`config.mk`:
```
export PLATFORM = sky130hd
export DESIGN_NAME = pwm_deadtime_gen
export DESIGN_NICKNAME = d
export VERILOG_FILES = /design/src/rtl/pwm_deadtime_gen.sv
export SDC_FILE = /design/constraint.sdc
export NUM_CORES = 1
export LEC_CHECK = 0
export ABC_AREA = 0
export BUFFER_PORTS_ARGS = -buffer_cell sky130_fd_sc_hd__buf_2
export CAP_MARGIN = 20
export CELL_PAD_IN_SITES_DETAIL_PLACEMENT = 0
export CELL_PAD_IN_SITES_GLOBAL_PLACEMENT = 1
export CORE_AREA = 8 8 71 73
export DETAILED_ROUTE_END_ITERATION = 10
export DIE_AREA = 0 0 79 81
export GPL_ROUTABILITY_DRIVEN = 0
export MAX_ROUTING_LAYER = met4
export PLACE_DENSITY = 0.86
export SYNTH_ARGS = -nofsm -noshare
export SYNTH_HDL_FRONTEND = slang
export SYNTH_SLANG_ARGS = --single-unit
```
`constraint.sdc`:
```
create_clock -name clk -period 7.71 [get_ports clk]
set_clock_uncertainty 0.15 [all_clocks]
set_input_delay 0.3855 -clock clk [delete_from_list [all_inputs] [get_ports clk]]
set_output_delay 0.3855 -clock clk [all_outputs]
set_load 0.01 [all_outputs]
```
`src/rtl/pwm_deadtime_gen.sv`:
```
// pwm_deadtime_gen: tick-driven PWM with double-buffered duty and
// complementary high/low outputs separated by a programmable dead-time.
//
// Ports:
//   clk, reset_n      system clock, async active-low reset
//   enable            block enable; low forces both outputs off next cycle
//   tick              counter advance strobe (from the periodic timer)
//   duty_in/valid     new duty value offered on a valid/ready handshake
//   duty_ready        shadow register free (no duty update pending)
//   dead_time         gap in clk cycles between one side off and the other on
//   pwm_h, pwm_l      high-side / low-side drive, never both high
//   period_end        one-cycle pulse after the counter wraps
module pwm_deadtime_gen #(
    parameter int unsigned R       = 8,
    parameter int unsigned DT_BITS = 4
) (
    input  logic               clk,
    input  logic               reset_n,
    input  logic               enable,
    input  logic               tick,
    input  logic [R-1:0]       duty_in,
    input  logic               duty_valid,
    output logic               duty_ready,
    input  logic [DT_BITS-1:0] dead_time,
    output logic               pwm_h,
    output logic               pwm_l,
    output logic               period_end
);

    typedef enum logic [1:0] {
        IDLE = 2'd0,
        H_ON = 2'd1,
        L_ON = 2'd2,
        DEAD = 2'd3
    } state_t;

    logic [R-1:0]       cnt;
    logic [R-1:0]       duty_act;
    logic [R-1:0]       duty_sh;
    logic               wrap_c;
    logic               raw_c;

    state_t             state_q, state_d;
    logic               tgt_q, tgt_d;         // 1: heading to H_ON, 0: heading to L_ON
    logic [DT_BITS-1:0] dt_cnt_q, dt_cnt_d;
    logic               switch_c;

    assign wrap_c = enable && tick && (cnt == {R{1'b1}});
    assign raw_c  = (cnt < duty_act);

    // Period counter; holds while disabled or between ticks.
    always_ff @(posedge clk or negedge reset_n) begin
        if (!reset_n) begin
            cnt <= '0;
        end else if (enable && tick) begin
            cnt <= cnt + R'(1);
        end
    end

    // Duty shadow: duty_ready doubles as the inverted pending flag. A transfer
    // needs ready=1 and an apply needs ready=0, so they never collide; a value
    // accepted on a wrap cycle therefore waits for the following wrap.
    always_ff @(posedge clk or negedge reset_n) begin
        if (!reset_n) begin
            duty_sh    <= '0;
            duty_act   <= '0;
            duty_ready <= 1'b1;
        end else if (duty_valid && duty_ready) begin
            duty_sh    <= duty_in;
            duty_ready <= 1'b0;
        end else if (wrap_c && !duty_ready) begin
            duty_act   <= duty_sh;
            duty_ready <= 1'b1;
        end
    end

    // Period boundary pulse.
    always_ff @(posedge clk or negedge reset_n) begin
        if (!reset_n) begin
            period_end <= 1'b0;
        end else begin
            period_end <= wrap_c;
        end
    end

    // Output FSM state register; outputs are the registered decode of the next state.
    always_ff @(posedge clk or negedge reset_n) begin
        if (!reset_n) begin
            state_q  <= IDLE;
            tgt_q    <= 1'b0;
            dt_cnt_q <= '0;
            pwm_h    <= 1'b0;
            pwm_l    <= 1'b0;
        end else begin
            state_q  <= state_d;
            tgt_q    <= tgt_d;
            dt_cnt_q <= dt_cnt_d;
            pwm_h    <= (state_d == H_ON);
            pwm_l    <= (state_d == L_ON);
        end
    end

    // Next-state logic; switch_c requests a move toward the side raw selects.
    always_comb begin
        state_d  = state_q;
        tgt_d    = tgt_q;
        dt_cnt_d = dt_cnt_q;
        switch_c = 1'b0;

        if (!enable) begin
            state_d = IDLE;
        end else begin
            case (state_q)
                IDLE: switch_c = 1'b1;
                H_ON: switch_c = !raw_c;
                L_ON: switch_c = raw_c;
                DEAD: begin
                    if (raw_c != tgt_q) begin
                        // Target flipped mid-gap: restart the gap toward the new side.
                        switch_c = 1'b1;
                    end else if (dt_cnt_q <= DT_BITS'(1)) begin
                        state_d = tgt_q ? H_ON : L_ON;
                    end else begin
                        dt_cnt_d = dt_cnt_q - DT_BITS'(1);
                    end
                end
                default: state_d = IDLE;
            endcase

            if (switch_c) begin
                if (dead_time == '0) begin
                    state_d = raw_c ? H_ON : L_ON;
                end else begin
                    state_d  = DEAD;
                    tgt_d    = raw_c;
                    dt_cnt_d = dead_time;
                end
            end
        end
    end

endmodule

```
# [Word-level counts from Yosys, hierarchy flattened]
# Index checks and enable logic that the tools add are counted.
[word_totals] reg_bits=35 input_bits=17 out_inout_bits=4 word_cells=52
[op_classes] addsub=2 magnitude_cmp=2 n_eq_ne=7 n_mux=18 bitwise=2 n_reduce_logical=11
[op_table] cell="4-bit 2-to-1 mux" n=5
[op_table] cell="2-bit 2-to-1 mux" n=8
[op_table] cell="8-bit by 1-bit adder with 8-bit output (second input constant)" n=1
[op_table] cell="8-bit == test (second input constant)" n=1
[op_table] cell="8-bit < comparator" n=1
[op_table] cell="2-bit == test (second input constant)" n=3
[op_table] cell="2-bit by 1-bit == test with 1-bit output (second input constant)" n=2
[op_table] cell="4-bit by 1-bit <= comparator with 1-bit output (second input constant)" n=1
[op_table] cell="1-bit logical AND" n=4
[op_table] cell="4-bit zero test" n=1
[op_table] cell="1-bit 2-to-1 mux" n=4
[op_table] cell="1-bit case mux with 4 select lines" n=1
[op_table] cell="4-bit by 1-bit subtractor with 4-bit output (second input constant)" n=1
[op_table] cell="3-bit AND reduction" n=1
[op_table] cell="1-bit zero test" n=2
[op_table] cell="2-bit zero test" n=1
[op_table] cell="1-bit inverter" n=2
[op_table] cell="2-bit AND reduction" n=1
[op_table] cell="2-bit nonzero test" n=1
[op_table] cell="1-bit != test" n=1

# [Longest topological paths before layout]
[depth] word_depth=8 ltp_mapped=9 depth_no_buf=9

# [Least setup slack after synthesis]
# Ideal clock, no wire load.
[synth_timing] kind="reg2reg" from="register cnt[1]" to="register tgt_q" setup_time_ps=125 arrival_time_ps=2199 t_required_ps=7435 setup_slack_ps=5236 stages_incl_launch_ff=8 path_buffers=0 period_less_slack_ps=2474 cell_sequence="dfrtp_1 > ha_1 > a2111o_1 > a21oi_4 > mux2_4 > and2_4 > nand2_1 > mux2_4"
[synth_between] elab_chain_cells=6 word_cells_on_any_way=7 cone_classes="order compare: 1; eq/ne: 1; mux: 3; reduce/logical: 2"
[synth_lines] item="start, declared" line="37" source="logic [R-1:0] cnt;"
[synth_lines] item="start signal, assigned" line="56" source="cnt <= cnt + R'(1);"
[synth_lines] item="8-bit < comparator (*)" line="49" source="assign raw_c = (cnt < duty_act);"
[synth_lines] item="1-bit != test" line="118" source="if (raw_c != tgt_q) begin"
[synth_lines] item="1-bit 2-to-1 mux" line="118"
[synth_lines] item="1-bit case mux with 4 select lines" line="113" source="case (state_q)"
[synth_lines] item="1-bit 2-to-1 mux" line="110" source="if (!enable) begin"
[synth_lines] item="3-bit AND reduction (no line)"
[synth_lines] item="end signal, assigned" line="96" source="tgt_q <= tgt_d;"
[synth_lines] item="end, declared" line="44" source="logic tgt_q, tgt_d;"
# Mark *: on every way between the ends. The rest lies on a longest branch, timed or not. The select of a mux whose other input is x is not followed.
# A chain may end at the register's enable or synchronous reset.

# [Worst setup path after layout]
# Same ends and word-level chain as after synthesis.

==> summary.md <==
| Metric | Value |
|---|---|
| Outcome | `finished, final reports clean` |
| Clock-pin slew on the worst setup and hold paths | `0.07 ns` |
| Num CTS Buffers | `5` |
| Hold-fix buffers, CTS | `0` |
| Final setup violation count | `0` |
| Utilization after layout | `0.5345` |
| Synth cell types | `42` |
| CP arrival | `2.62 ns` |
| Design Power | `0.0004745 W` |
| Mapped Area | `1819 µm²` |
| Pins Over Slew Limit | `0` |
| Net Sw Power | `0.0001273 W` |
| Leakage | `1.063 nW` |
| Hold_ws | `0.01243 ns` |
| CP bufs+invs | `0` |
| Warnings, synthesis | `0` |
| Core ar. | `3914 µm²` |
| Post-synth top area cell | `dfrtp_1` |
| Crit-path max cell delay | `0.43 ns` |
| DRT Pass-1 Iters | `4` |
| CTS root buf | `clkbuf_8` |
| Overall Global Routing Usage | `0.1235` |
| Post-synth top area share | `0.4677` |
| Power density over the cells | `226.8 nW/µm²` |
| Placed Instances | `241` |
| Die area | `6399 µm²` |
| Die Ht | `81 µm` |
| Design internal power | `0.0003472 W` |
| Total wire length | `3452 µm` |
| PortBufs | `20` |
| Startpoint Class | `flop` |
| Avg WL per Cell | `13.86 µm` |
| Synthesized Nets | `201` |
| Die width | `79 µm` |
| Ranking of synthesized cells by area | `dfrtp_1 47%, ha_1 6.9%, mux2_2 6.2%, nand2_1 4.3%, inv_1 3.1%` |
| DRC errors left | `0` |
| Yosys reg bits | `35` |
| Post-DP HPWL | `2630 µm` |
| Commonest non-fill, non-tap cell in the layout | `dfrtp_1` |
| Via-to-Cell Ratio | `5.297` |
| Nets | `225` |
| Relative max-transition margin | `0.4893` |
| Area growth, synth to finish | `14.99%` |
| Crit Path Class | `reg -> reg` |
| Starting Density | `0.4648` |
| Sequential Power Share | `0.482` |
| Slowest cell on crit path | `a2111o_1` |
| Crit Path Max Fanout | `7` |
| Post-CTS setup repair buffer count | `0` |
| Period Utilization, post-route | `0.3361` |
| Final min period | `2.591 ns` |
| First-pass GRT wire length | `6085 µm` |
| Achievable Freq | `0.3859 GHz` |
| Non-Filler Instances | `249` |
| Syn avg cell area | `10.46 µm²` |
| Top cell by count, worst path | `mux2_4` |
| CP Cell Sequence | `ha_1 > a2111o_1 > a21oi_4 > mux2_4 > and2_4 > nand2_1 > mux2_4` |
| Post-synthesis sequential area ratio | `0.4821` |
| Layout cells sized above 1 | `0.2362` |
| Worst min path class | `in -> async` |
| CTS tree | `built` |
| CP required | `7.74 ns` |
| Post-Synthesis Cells | `174` |
| Gr ovfl total | `0` |
| Antenna diode count | `0` |
| Clock tree buffer depth | `2` |
| Clk pwr share | `0.360` |
| Post-route setup TNS | `0 ns` |
| CTS sink count | `35` |
| Switching portion of total power | `0.2683` |
| VDD IR max | `0.1262 mV` |
| Top Family by Delay on Critical Path | `compound AO/OA/AOI/OAI gates` |
| Most frequent cells in the layout | `34 x dfrtp_1, 21 x nand2_1, 20 x buf_2, 15 x inv_1, 11 x o21ai_0` |
| Number of global-route vias before repair | `1342` |
| Fillers | `368` |
| Drt first-iter violations | `84` |
| Combinational share of power | `0.158` |
| H-tree depth | `2` |
| Routed Antenna Nets | `0` |
| Hold Violations, Final | `0` |
| Max-cap violations | `0` |
| Row count | `23` |
| Worst slew pin tran | `0.7660 ns` |
| Post_cts resized | `0` |
| Clk_lat worst skew | `0.29 ns` |
| Via Count | `1319` |
| # IOs | `21` |
| Largest net degree at the start of global routing | `36` |
| Crit. End Element | `flop` |
| Initial antenna violation count | `0` |
| RSZ-0062 raised after global routing | `false` |
-- cell usage after synthesis, drive strengths merged --
cell	instances
ha	10
dfstp	1
nand2	21
a31oi	2
o2111ai	1
o21ai	11
o31ai	1
a221oi	1
a221o	2
o311ai	1
nor3	4
xor2	2
and3	3
a21oi	8
a21o	1
xnor2	6
nand3	4
and3b	1
o22a	1
clkbuf	4
and2	4
o211ai	1
nor2b	1
mux2i	2
inv	15
a211oi	1
dfrtp	34
mux2	12
o221ai	2
nand2b	2
nor2	7
nor4	1
or4	1
a2111o	1
nand4	3
or3	2
-- final cells by class --
cell class | instances | area, µm² | share of cell area
timing repair buffer | 21 | 107.6 | 0.05144
inverter | 15 | 56.30 | 0.02691
sequential | 35 | 877.1 | 0.4193
tap | 50 | 62.56 | 0.02990
clock inverter | 2 | 35.03 | 0.01675
clock buffer | 6 | 82.58 | 0.03947
multi-input combinational | 120 | 870.8 | 0.4163
-- routing by layer --
layer / up-vias / part of all wire / GRT usage
met5: - / 0 / -
met3: 7 / 0.045 / 0.04194
met4: 0 / 0.014 / 0.04259
li1: 662 / - / -
met2: 23 / 0.48 / 0.1906
met1: 627 / 0.46 / 0.1476
-- logic make-up after synthesis --
| family | after synthesis | synth area share |
|---|---|---|
| buf+inv | 19 | 0.03920 |
| compound gates | 34 | 0.1300 |
| simple gates | 54 | 0.1520 |
| xor+xnor | 8 | 0.03852 |
| mux | 14 | 0.08941 |
| flops | 35 | 0.4821 |
| fa+ha+maj | 10 | 0.06878 |
-- flip-flops by register name (all words and copies together) (netlist names), 2 cells and up --
signal    flops
cnt           8
dt_cnt_q      4
duty_act      8
duty_sh       8
state_q       2
-- power groups by stage --
stage,combinational [W],sequential (W),clock [W]
after global routing,0.0000856,0.000234,0.000183
final,0.0000752,0.000229,0.000171
after detailed placement,0.0000746,0.000232,0
after floorplan,0.0000564,0.000227,0
after CTS,0.0000758,0.000228,0.000176
after global placement,0.0000733,0.000231,0
-- worst register-to-register path, stage by stage, from the launching register on --
cell and delay (ns):
dfrtp_1 0.41, ha_1 0.30, a2111o_1 0.43, a21oi_4 0.27, mux2_4 0.36, and2_4 0.17, nand2_1 0.10, mux2_4 0.30
-- final timing paths --
| path | to | from | slack (ns) | cells after the start |
|---|---|---|---|---|
| worst max-delay path | tgt_q | cnt[1] | 5.12 | 7 |
| worst min-delay path | dt_cnt_q[1] | reset_n | 0.01 | 1 |
| worst max register to register | tgt_q | cnt[1] | 5.12 | 7 |
| worst min register to register | duty_act[4] | duty_sh[4] | 0.33 | 2 |
| max in group asynchronous | duty_act[3] | reset_n | 6.90 | 1 |
| min in group clk | duty_sh[4] | duty_in[4] | 0.18 | 2 |
-- stage by stage --
step | setup slack (ns) | cell area (µm²)
floorplan | 5.236 | 1819
global placement | 5.160 | 1974
detailed placement | 5.138 | 1974
CTS | 5.122 | 2092
global route | 4.982 | 2092
finish | 5.119 | 2092
Power figures use the tool's default switching activity.
